File: config.mk
export PLATFORM = sky130hd
export DESIGN_NAME = write_stage
export DESIGN_NICKNAME = d
export VERILOG_FILES = /design/src/rtl/misc_v_pkg.sv /design/src/rtl/write_stage_wb_mux.sv /design/src/rtl/write_stage.sv
export SDC_FILE = /design/constraint.sdc
export NUM_CORES = 1
export LEC_CHECK = 0
export CAP_MARGIN = 20
export CORE_MARGIN = 2
export CORE_UTILIZATION = 29
export DETAILED_ROUTE_END_ITERATION = 12
export PLACE_DENSITY = 0.75
export SETUP_SLACK_MARGIN = 0.4
export SYNTH_ARGS = -nofsm -noshare
export SYNTH_HDL_FRONTEND = slang
export SYNTH_SLANG_ARGS = --single-unit
File: constraint.sdc
create_clock -name clk -period 0.8 [get_ports clk]
set_clock_uncertainty 0.2 [all_clocks]
set_input_delay 0.16 -clock clk [delete_from_list [all_inputs] [get_ports clk]]
set_output_delay 0.16 -clock clk [all_outputs]
set_load 0.02 [all_outputs]
File: src/rtl/misc_v_pkg.sv
// Shared definitions for the 16-bit MISC-V pipeline: datapath widths and
// the write-back source encoding used by the WB stage.
package misc_v_pkg;

  localparam int DATA_W     = 16;
  localparam int REG_ADDR_W = 3;

  typedef enum logic {
    WB_SRC_ALU = 1'b0,
    WB_SRC_MEM = 1'b1
  } wb_src_e;

endpackage

File: src/rtl/write_stage_wb_mux.sv
// Write-back source selector: picks the memory load data or the ALU result,
// full width, no extension or masking.
module wb_mux #(
  parameter int DATA_W = misc_v_pkg::DATA_W
) (
  input  logic              sel_i,
  input  logic [DATA_W-1:0] alu_i,
  input  logic [DATA_W-1:0] mem_i,
  output logic [DATA_W-1:0] wb_data_o
);
  import misc_v_pkg::*;

  assign wb_data_o = (wb_src_e'(sel_i) == WB_SRC_MEM) ? mem_i : alu_i;

endmodule

File: src/rtl/write_stage.sv
// MISC-V write-back stage: registers the selected write-back value, destination
// index and write enable. Optional r0 write suppression via WRITE_STAGE_R0_GUARD_EN.
module write_stage #(
  parameter int DATA_W     = misc_v_pkg::DATA_W,
  parameter int REG_ADDR_W = misc_v_pkg::REG_ADDR_W
) (
  input  logic                  clk,
  input  logic                  reset,
  input  logic                  RegWrite,
  input  logic                  RegStore,
  input  logic [DATA_W-1:0]     ALUResult,
  input  logic [DATA_W-1:0]     StoreMem,
  input  logic [REG_ADDR_W-1:0] rdWB,
  output logic [DATA_W-1:0]     loadData,
  output logic [REG_ADDR_W-1:0] loadAddr,
  output logic                  regWriteOut
);
  import misc_v_pkg::*;

  logic [DATA_W-1:0]     load_data_d, load_data_q;
  logic [REG_ADDR_W-1:0] load_addr_d, load_addr_q;
  logic                  reg_write_d, reg_write_q;

  wb_mux #(.DATA_W(DATA_W)) u_wb_mux (
    .sel_i     (RegStore),
    .alu_i     (ALUResult),
    .mem_i     (StoreMem),
    .wb_data_o (load_data_d)
  );

  assign load_addr_d = rdWB;

`ifdef WRITE_STAGE_R0_GUARD_EN
  // r0 is hardwired zero: the data/address still flow, only the enable is dropped.
  assign reg_write_d = RegWrite & (rdWB != '0);
`else
  assign reg_write_d = RegWrite;
`endif

  always_ff @(posedge clk or negedge reset) begin
    if (!reset) begin
      load_data_q <= '0;
      load_addr_q <= '0;
      reg_write_q <= 1'b0;
    end else begin
      load_data_q <= load_data_d;
      load_addr_q <= load_addr_d;
      reg_write_q <= reg_write_d;
    end
  end

  assign loadData    = load_data_q;
  assign loadAddr    = load_addr_q;
  assign regWriteOut = reg_write_q;

endmodule

# Word level (Yosys, flattened, before mapping)
# Cells that the tools add are included.
# totals
register_bits	20
out_inout_bits	20
input_bits	39
# classes
muxes	1
# ops
op	count
2-to-1 mux 16 bit	1

# Longest topological paths before layout
# depth
depth_word	1
depth_mapped	3

# Hierarchy
# Synthesis repeated with hierarchy kept, for this count alone.
# unflattened
cells_unflattened	38
hier_area_um2	749.5
# by_module_without_submodules
mod	cells_each	area_per_inst_um2	seq_area_each_um2	n_inst
write_stage	20	500.5	500.5	1
wb_mux	18	249.0	0.0	1

# Worst setup path after synthesis
# OpenSTA, ideal clock, no wires.
# synth_path
path_kind	input-to-reg
startpoint	in RegStore
endpoint	reg load_data_q[10] (netlist: loadData[10])
slack_ns	-0.222
required_time_ns	0.475
arrival_time_ns	0.696
stages	3
setup_time_ns	0.125
path_cell_list	buf_6 > buf_12 > mux2_4
# synth_between
elab_chain_cells	1
# synth_lines
element	line	text
start, declared	write_stage.sv:10	input logic RegStore,
2-to-1 mux 16 bit	write_stage_wb_mux.sv:13	assign wb_data_o = (wb_src_e'(sel_i) == WB_SRC_MEM) ? mem_i : alu_i;
net load_data_d[10]	write_stage.sv:20	logic [DATA_W-1:0] load_data_d, load_data_q;
end signal, assigned	write_stage.sv:46	load_data_q <= load_data_d;
end, declared	write_stage.sv:20	
# The timed path passes the listed nets, and every way through them passes these cells.

# Worst setup path in the final report
# layout_path
startpoint	reg load_data_q[4] (netlist: loadData[4])
endpoint	out loadData[4]
# layout_lines
element	line	text
end, declared	write_stage.sv:14	output logic [DATA_W-1:0] loadData,
# No word-level cell between the ends.

==> metrics.csv <==
stage,metric,value,unit
status,status,finished with violations,
status,violations,"hold timing, setup timing",
route,wirelength,1834,microns
die,die_h,54.84,microns
timing,rsz0062_at_grt,true,
synthesis,synth-simple-area-share,0,%
timing,period_share,148.3,%
final_layout,layout-drive-gt1-share,44.12,%
timing,setup_viol,20,
synthesis,syn_nets,77,
synthesis,synth_top_family_by_area,multiplexers,
clock_tree,cts.sinks,20,
worst_setup_path,max_stage_delay,0.40,ns
clock_tree,clk_pin_slew_worst_paths,0.10,ns
die,die-area,0.003007,sq mm
route,routed_wire_length_per_instance,13.89,microns
worst_setup_path,critPathTopFamily,flip-flops,
die,io_pins,59,
final_layout,num_antenna_cells,0,
timing,slew_headroom,89.79,%
timing,whs,-0.2474,ns
global_routing,gr-total-overflow,0,
final_layout,layout.cells.non_filler,132,
timing,worst_slack,-0.3862,ns
synthesis,yosysWarnings,0,
route,drtPass1Iterations,3,
synthesis,synthXorXnorAreaFrac,0,%
clock_tree,clk_path_buf_depth,2,
route,drtAntennaViolNets,0,
min_path,hp-class,input port to async pin,
synthesis,synthAdderAreaFrac,0,%
worst_setup_path,crit_fanout,1,
power,irDropWorstVdd,1.306,mV
worst_setup_path,required,0.44,ns
worst_setup_path,cp.arrival,0.83,ns
power,p_per_area,1531,mW/mm^2
worst_setup_path,end_kind,output pin,
route,vias,553,
die,row_count,18,
timing,max_freq,0.8430,GHz
synthesis,synthCells,38,
die,dieWidth,54.84,microns
placed_design,place_congestion,0.6621,
synthesis,postSynthAreaPerCell,19.72,sq um
synthesis,synth_compound_area_share,0,%
timing,period_minus_slack,1.186,ns
die,core,0.002455,sq mm
placed_design,dp_hpwl,1514,microns
timing,worst_pin_slew,0.1532,ns
timing,maxSlewViolCount,0,
clock_tree,cts_setup_buffers,0,
clock_tree,numCtsBuffers,3,
route,route.detailed.drc,0,
worst_setup_path,critPathBufInv,1,
synthesis,netlist_area,749.5,sq um
power,p_leak,0.0007594,uW
worst_setup_path,critPathLaunchType,flop,
clock_tree,cts_tree,built,
route,drtIter0Drc,2,
die,start_util,30.53,%
route,vias_per_cell,4.189,
placed_design,port_buffers,58,
clock_tree,cts-htree-levels,1,
synthesis,synth.area.mux_share,29.05,%
placed_design,dpl.cell_count,126,
timing,hold_violations,24,
final_layout,fin_nets,142,
global_routing,grt_pass1_wl,2718,microns
global_routing,antenna_found_initial,0,
worst_setup_path,crit_path_top_delay_cell,dfrtp_1,
final_layout,area_growth,97.33,%
worst_setup_path,cp_cell_sequence,buf_6,
synthesis,synth.distinct_cells,5,
final_layout,final_cell_mix,"dlygate4sd2_1 (37), dfrtp_1 (20), buf_6 (20)",
global_routing,grt_max_degree,12,
worst_setup_path,crit_type,flop to output pin,
global_routing,grtUsageTotal,13.59,%
run,max_cap_violations,0,
final_layout,final_common_cell,dlygate4sd2_1,
synthesis,synth-seq-cells,20,
synthesis,seq_area_frac_synth,66.78,%
clock_tree,cts_root_buf,clkbuf_4,
global_routing,grt_pass1_vias,617,
synthesized netlist by cell type:
master / n / area share [%]
buf_12: 1 / 2.7
buf_6: 1 / 1.5
dfrtp_1: 20 / 67
mux2_2: 6 / 9.0
mux2_4: 10 / 20
repair_timing:
item	CTS	global route
gates resized for setup	170	0
hold endpoints to repair	24	30
endpoints found under the setup margin	60	36
cloned	2	0
worst paths after layout:
path / startpoint / to / slack, ns / depth (start not counted)
setup / recovery: loadData[4] / loadData[4] / -0.39 / 1
hold / removal: reset / loadData[5] / -0.25 / 2
max in group asynchronous: reset / loadAddr[2] / 0.40 / 2
min in group clk: rdWB[0] / loadAddr[0] / -0.12 / 1
flip-flops by register name, indices dropped and copies added, names as in the netlist:
register and count:
loadAddr 3, loadData 16, regWriteOut 1
kinds of logic after synthesis:
| logic type | after synthesis |
|---|---|
| muxes | 16 |
| DFF | 20 |
| buffers and inverters | 2 |
power by group:
part / total [uW] / internal (uW) / switching, uW
sequential: 1120 / 1080 / 34.3
combinational: 589 / 377 / 212
clock: 558 / 277 / 281
area by class of cell:
cell class / instances / area, sq um
flip-flops and latches: 20 / 500.5
clock buffers: 4 / 36.28
well taps: 30 / 37.54
multi-input cells: 16 / 240.2
fillers: 220 / 975.9
repair buffers: 62 / 664.4
per-stage QoR:
stage | util (%) | setup TNS (ns) | area (sq um) | setup slack [ns] | power, uW
2_1_floorplan | - | -2.716 | 762.0 | -0.2176 | 1346
6_report | 60.24 | -7.386 | 1479 | -0.3862 | 2264
3_3_place_gp | 56.22 | -21.30 | 1380 | -0.7068 | 1700
3_5_place_dp | 56.22 | -22.23 | 1380 | -0.7285 | 1717
5_1_grt | 60.24 | -8.312 | 1479 | -0.4398 | 2377
4_1_cts | 60.24 | -7.626 | 1479 | -0.4033 | 2292
per-layer routing:
metal  up-vias  share of wire (%)  global-route usage (%)
met5         -                  0                       0
met4         0                1.4                   5.000
met3         2                4.2                   4.098
met2        23                 65                   26.59
met1       269                 29                   12.97
li1        259                  -                       -
Power figures use the tool's default switching activity.
